[src/rtl/addsub_pipe.sv]
// rtl/addsub_pipe.sv - carry-segmented pipelined add/sub with valid/ready and sticky overflow
// Optional feature: define ADDSUB_PIPE_SAT_EN to clamp sum on signed overflow.
module addsub_pipe #(
  parameter int WIDTH = 16,
  parameter int SEG   = 4
) (
  input  logic             clk,
  input  logic             rst_n,
  input  logic             in_valid,
  output logic             in_ready,
  input  logic [WIDTH-1:0] x,
  input  logic [WIDTH-1:0] y,
  input  logic             sel,
  output logic             out_valid,
  input  logic             out_ready,
  output logic [WIDTH-1:0] sum,
  output logic             c_out,
  output logic             overflow,
  output logic             ovf_sticky,
  input  logic             clr_sticky
);
  localparam int STAGES = WIDTH / SEG;

  logic             adv;
  logic [SEG:0]     seg_sum;
  logic             msb_cin;

  // Inputs seen by each stage: stage 0 takes the ports, stage k the registers of stage k-1.
  logic [WIDTH-1:0] src_a [STAGES];
  logic [WIDTH-1:0] src_b [STAGES];
  logic [WIDTH-1:0] src_s [STAGES];
  logic             src_c [STAGES];
  logic             src_v [STAGES];

  logic [WIDTH-1:0] a_d [STAGES];
  logic [WIDTH-1:0] a_q [STAGES];
  logic [WIDTH-1:0] b_d [STAGES];
  logic [WIDTH-1:0] b_q [STAGES];
  logic [WIDTH-1:0] s_d [STAGES];
  logic [WIDTH-1:0] s_q [STAGES];
  logic             c_d [STAGES];
  logic             c_q [STAGES];
  logic             v_d [STAGES];
  logic             v_q [STAGES];
  logic             ovf_d;
  logic             ovf_q;
  logic             sticky_d;
  logic             sticky_q;

  always_comb begin
    adv      = !v_q[STAGES-1] || out_ready;
    src_a[0] = x;
    src_b[0] = y ^ {WIDTH{sel}};
    src_s[0] = '0;
    src_c[0] = sel;
    src_v[0] = in_valid;
    for (int k = 1; k < STAGES; k++) begin
      src_a[k] = a_q[k-1];
      src_b[k] = b_q[k-1];
      src_s[k] = s_q[k-1];
      src_c[k] = c_q[k-1];
      src_v[k] = v_q[k-1];
    end

    // Upper operand bits ride along untouched (skew); resolved sum bits accumulate (de-skew).
    seg_sum = '0;
    for (int k = 0; k < STAGES; k++) begin
      seg_sum = {1'b0, src_a[k][k*SEG +: SEG]} + {1'b0, src_b[k][k*SEG +: SEG]}
              + {{SEG{1'b0}}, src_c[k]};
      a_d[k]               = src_a[k];
      b_d[k]               = src_b[k];
      s_d[k]               = src_s[k];
      s_d[k][k*SEG +: SEG] = seg_sum[SEG-1:0];
      c_d[k]               = seg_sum[SEG];
      v_d[k]               = src_v[k];
    end

    // Carry into the MSB recovered from the MSB sum bit and its two operand bits.
    msb_cin = src_a[STAGES-1][WIDTH-1] ^ src_b[STAGES-1][WIDTH-1] ^ s_d[STAGES-1][WIDTH-1];
    ovf_d   = msb_cin ^ c_d[STAGES-1];
`ifdef ADDSUB_PIPE_SAT_EN
    if (ovf_d) begin
      s_d[STAGES-1] = src_a[STAGES-1][WIDTH-1] ? {1'b1, {(WIDTH-1){1'b0}}}
                                               : {1'b0, {(WIDTH-1){1'b1}}};
    end
`endif

    if (!adv) begin
      for (int k = 0; k < STAGES; k++) begin
        a_d[k] = a_q[k];
        b_d[k] = b_q[k];
        s_d[k] = s_q[k];
        c_d[k] = c_q[k];
        v_d[k] = v_q[k];
      end
      ovf_d = ovf_q;
    end

    sticky_d = sticky_q;
    if (clr_sticky) sticky_d = 1'b0;
    if (v_q[STAGES-1] && out_ready && ovf_q) sticky_d = 1'b1;
  end

  always_ff @(posedge clk or negedge rst_n) begin
    if (!rst_n) begin
      for (int k = 0; k < STAGES; k++) begin
        a_q[k] <= '0;
        b_q[k] <= '0;
        s_q[k] <= '0;
        c_q[k] <= 1'b0;
        v_q[k] <= 1'b0;
      end
      ovf_q    <= 1'b0;
      sticky_q <= 1'b0;
    end else begin
      for (int k = 0; k < STAGES; k++) begin
        a_q[k] <= a_d[k];
        b_q[k] <= b_d[k];
        s_q[k] <= s_d[k];
        c_q[k] <= c_d[k];
        v_q[k] <= v_d[k];
      end
      ovf_q    <= ovf_d;
      sticky_q <= sticky_d;
    end
  end

  assign in_ready   = adv;
  assign out_valid  = v_q[STAGES-1];
  assign sum        = s_q[STAGES-1];
  assign c_out      = c_q[STAGES-1];
  assign overflow   = ovf_q;
  assign ovf_sticky = sticky_q;

endmodule

[config.mk]
export PLATFORM = sky130hd
export DESIGN_NAME = addsub_pipe
export DESIGN_NICKNAME = d
export VERILOG_FILES = /design/src/rtl/addsub_pipe.sv
export SDC_FILE = /design/constraint.sdc
export NUM_CORES = 1
export LEC_CHECK = 0
export CAP_MARGIN = 15
export CELL_PAD_IN_SITES_DETAIL_PLACEMENT = 1
export CELL_PAD_IN_SITES_GLOBAL_PLACEMENT = 1
export CORE_MARGIN = 4
export CORE_UTILIZATION = 42
export CTS_CLUSTER_DIAMETER = 120
export DETAILED_ROUTE_END_ITERATION = 10
export PLACE_DENSITY_LB_ADDON = 0.1
export SLEW_MARGIN = 20
export SYNTH_ARGS = -nofsm -noshare
export SYNTH_HDL_FRONTEND = slang
export SYNTH_SLANG_ARGS = --single-unit
[constraint.sdc]
create_clock -name clk -period 2.52 [get_ports clk]
set_input_delay 0.504 -clock clk [delete_from_list [all_inputs] [get_ports clk]]
set_output_delay 0.504 -clock clk [all_outputs]
set_load 0.03 [all_outputs]
Word-level counts from Yosys, hierarchy flattened
Index checks and enable logic that the tools add are counted.
Widths: inputs -> output; s select.
{"block": "totals", "regBits": 146, "output_inout_bits": 21, "wordCells": 39}
{"block": "classes", "addsub": 8, "muxes": 2, "bitwise_logic": 4, "n_reduce_logical": 5}
{"operator": "$add 4x4->5", "count": 4}
{"operator": "$add 5x1->5", "count": 4}
{"operator": "$xor 16x16->16", "count": 1}
{"operator": "$xor 1x1->1", "count": 3}
{"operator": "$logic_and 1x1->1", "count": 2}
{"operator": "$mux 1", "count": 2}
{"operator": "$reduce_bool 2->1", "count": 1}
{"operator": "$logic_not 1->1", "count": 1}
{"operator": "$logic_or 1x1->1", "count": 1}

Longest topological paths before layout
{"block": "depth", "depth_word": 4, "mapped_depth": 8, "ltp_nobuf": 6}

Worst setup path after synthesis
No wires, ideal clock.
{"block": "synth_path", "kind": "input port to flip-flop", "startpoint": "input port sel", "endpoint": "register s_q[51] (netlist name)", "setup_ps": 125, "arrival_time_ps": 2011, "path_slack_ps": 384, "cell_stages": 8, "n_path_buf": 2, "path_cell_list": "buf_6 > buf_2 > xor2_1 > ha_1 > a21o_1 > a31oi_4 > xnor2_1 > mux2_4"}
{"block": "synth_between", "elab_chain_len": 3}
{"item": "start: declaration", "line": "13", "source": "input logic sel,"}
{"item": "$xor 16x16->16", "line": "53", "source": "src_b[0] = y ^ {WIDTH{sel}};"}
{"item": "$add 4x4->5", "line": "68", "source": "seg_sum = {1'b0, src_a[k][k*SEG +: SEG]} + {1'b0, src_b[k][k*SEG +: SEG]}"}
{"item": "$add 5x1->5 *", "line": "69", "source": "+ {{SEG{1'b0}}, src_c[k]};"}
{"item": "end signal: indexed assignment", "line": "119", "source": "s_q[k] <= s_d[k];"}
{"item": "end: declaration", "line": "40", "source": "logic [WIDTH-1:0] s_q [STAGES];"}
Mark *: on every way between the ends. The rest lies on a longest branch, timed or not.
A chain may end at the register's enable or synchronous reset.

Final worst setup path
{"block": "layout_path", "startpoint": "register a_q[28] (netlist name)", "endpoint": "register ovf_q (netlist: overflow)"}
{"block": "layout_between", "elab_chain_len": 4}
{"item": "start: declaration", "line": "36", "source": "logic [WIDTH-1:0] a_q [STAGES];"}
{"item": "start signal: indexed assignment", "line": "117", "source": "a_q[k] <= a_d[k];"}
{"item": "$add 4x4->5 *", "line": "68"}
{"item": "$add 5x1->5 *", "line": "69"}
{"item": "$xor 1x1->1", "line": "79", "source": "msb_cin = src_a[STAGES-1][WIDTH-1] ^ src_b[STAGES-1][WIDTH-1] ^ s_d[STAGES-1][WIDTH-1];"}
{"item": "$xor 1x1->1 *", "line": "80", "source": "ovf_d = msb_cin ^ c_d[STAGES-1];"}
{"item": "end signal: assignment", "line": "123", "source": "ovf_q <= ovf_d;"}
{"item": "end: declaration", "line": "46", "source": "logic ovf_q;"}
Marked as above.

==> impl_metrics.py <==
metrics = {
    "outcome": {
        "status": "finished, final reports clean",
    },
    "finish": {
        "nets": 560,
        "final_util": 0.5105,
        "seqCellArea_sq_um": 2452,
        "multi_input_comb_area_sq_um": 1684,
        "design_area_sq_um": 5223,
        "fillers": 1180,
        "drive_above_1_share": 0.05709,
        "final_cell_mix": "nand2_1 (223), dfrtp_1 (98), clkdlybuf4s50_1 (56), o21ai_0 (24), xnor2_1 (18)",
        "n_antenna_cell": 0,
        "synthToLayoutAreaGrowth_pct": 19.29,
        "final_common_cell": "nand2_1",
    },
    "critical_path": {
        "worstSetupStartpointType": "flop",
        "cp.arrival_ns": 2.29,
        "critPathCaptureType": "flop",
        "worstPathRequired_ns": 2.75,
        "worst-path-max-fanout": 2,
        "path_class": "flop to flop",
    },
    "power_and_ir_drop": {
        "p_leak_nw": 2.567,
        "worst_ir_drop_vdd_mv": 0.4788,
        "power_density_nw_per_um2": 1213,
    },
    "clock_network": {
        "clk_pin_slew_worst_paths_ns": 0.10,
        "clock_latency_ns": 0.35,
        "clock_path_buffers": 2,
        "cts_tree": "done",
        "cts.sinks": 98,
        "post_cts_buffers": 0,
        "cts_root_buffer": "clkbuf_8",
        "ctsHoldBuffers": 0,
        "htree_levels": 3,
        "cts_buffers": 9,
        "ctsResizeCount": 0,
    },
    "routing": {
        "viasPerCell": 4.665,
        "first_pass_iters": 4,
        "ant_nets": 0,
        "drc": 0,
        "totalWireLength_um": 8602,
        "detail_route.wl_per_cell_um": 13.36,
        "drt_iter0_markers": 147,
        "vias": 3004,
    },
    "run": {
        "maxCapViolations": 0,
    },
    "timing": {
        "fin_crit_ns": 2.060,
        "finClkSkew_ns": 0.009538,
        "fin_hold_ws_ns": 0.1270,
        "slew_viol_final": 0,
        "setup_tns_ns": 0,
        "rsz0062_at_grt": "no",
        "relSlewSlack": 0.6291,
        "hold_violations": 0,
        "clock.fmax_mhz": 485.3,
        "worst_pin_slew_ns": 0.5563,
        "setup_viol": 0,
        "finalCritPeriodShare": 0.8176,
    },
    "synthesis": {
        "synth_area_sq_um": 4378,
        "avgSynthCellArea_sq_um": 9.375,
        "yosysSeqAreaShare": 0.5602,
        "yosysTopAreaCellShare": 0.5602,
        "synthesis.nets": 524,
        "ys_top_cells_by_area": "dfrtp_1 (56%), nand2_1 (19%), xnor2_1 (3.6%)",
        "syn_inst": 467,
        "yosys_warnings": 0,
        "ys_ff_latch": 98,
        "synth.distinct_cells": 23,
        "yosys.area.top_type": "dfrtp_1",
    },
    "grt": {
        "grt_util_all_layers": 0.1582,
        "grt_max_degree": 108,
        "grt_pass1_vias": 3235,
        "grt_pass1_wl_um": 15210,
        "grt_remaining_overflow": 0,
        "antenna_found_initial": 0,
    },
    "placement": {
        "place_area_sq_um": 4987,
        "dpl.hpwl_um": 5884,
        "globalplace.congestion": 0.7284,
        "io_buffers": 58,
    },
    "floorplan": {
        "fp.dieW_um": 110.1,
        "dieArea_sq_um": 12120,
        "core_area_sq_um": 10230,
        "io-pin-count": 59,
        "die_h_um": 110.1,
        "row_count": 37,
        "initial_core_util": 0.4279,
    },
    "hold_path": {
        "hp-class": "input pin to async pin",
    },
}
## logic make-up (layout without fill, tap and decap cells)
kind of cell / count (synthesis) / after routing / share of synthesized area
and+or+nand+nor: 234 / 234 / 0.2026
muxes: 2 / 2 / 0.006859
buffers and inverters: 45 / 86 / 0.05687
AOI/OAI and AO/OA: 45 / 45 / 0.05916
xor gates and xnor gates: 24 / 24 / 0.04801
adders and majority gates: 19 / 19 / 0.06630
DFF: 98 / 98 / 0.5602
## state kept, by name (all words and copies together) (netlist names)
name and cells:
a_q 24, b_q 24, c_out 1, c_q 3, out_valid 1, overflow 1
ovf_sticky 1, s_q 24, src_v 3, sum 16
## area by class of cell
class | instances | share of cell area
clock buffers | 10 | 0.02635
clock inverters | 6 | 0.01869
inverters | 6 | 0.004312
multi-input cells | 324 | 0.3225
flip-flops and latches | 98 | 0.4696
well taps | 136 | 0.03258
repair buffers | 64 | 0.1260
## path summary, 6_finish.rpt
path                            startpoint       end  slack [ns]  depth (start not counted)
worst max register to register     a_q[28]  overflow        0.46                          6
min in group clk                   sum[11]   sum[11]        0.47                          2
worst max-delay path               a_q[28]  overflow        0.46                          6
worst min register to register     sum[11]   sum[11]        0.47                          2
worst min-delay path                 rst_n   sum[11]        0.13                          1
max in group asynchronous            rst_n   a_q[44]        1.74                          2
## power by group
part	internal (mW)	leakage, nW	switching (mW)
logic	1.06	1.27	1.44
clock network	0.600	0.113	0.564
registers	2.27	1.19	0.398
total	3.93	2.57	2.40
## per-stage QoR
step / setup WS, ns / std cells / power, mW
3_5_place_dp: 0.09552 / 628 / 5.269
3_3_place_gp: 0.1557 / 628 / 5.122
5_1_grt: 0.3374 / 644 / 6.935
4_1_cts: 0.4515 / 644 / 6.467
6_report: 0.4596 / 644 / 6.332
2_1_floorplan: 0.3841 / 467 / 4.522
## metal layers
metal | share of wire | GRT usage | wire [um] | up-vias
li1 | - | - | - | 1500
met1 | 0.49 | 0.2172 | 4174 | 1457
met2 | 0.47 | 0.2552 | 4077 | 41
met3 | 0.031 | 0.03611 | 268 | 6
met4 | 0.0094 | 0.04046 | 81 | 0
met5 | 0 | 0 | 0 | -
## worst max-delay path: stages (launching register included)
cell and delay [ns]:
dfrtp_1 0.41, fa_1 0.47, fa_1 0.43, a21o_1 0.20, a21oi_1 0.21, xnor2_1 0.14, o21ai_0 0.08
## synthesized netlist by cell type
library cell    n
a21o_1          7
a21oi_1        12
a31oi_4         1
buf_1           1
buf_2          10
buf_4          16
buf_6           1
clkbuf_1       11
dfrtp_1        98
fa_1            7
ha_1           12
inv_1           5
inv_2           1
mux2_4          2
nand2_1       223
nand2b_1        1
nand3_1         1
nor2_1          7
nor2b_1         2
o21ai_0        24
o21ai_1         1
xnor2_1        18
xor2_1          6
Power figures use the tool's default switching activity.
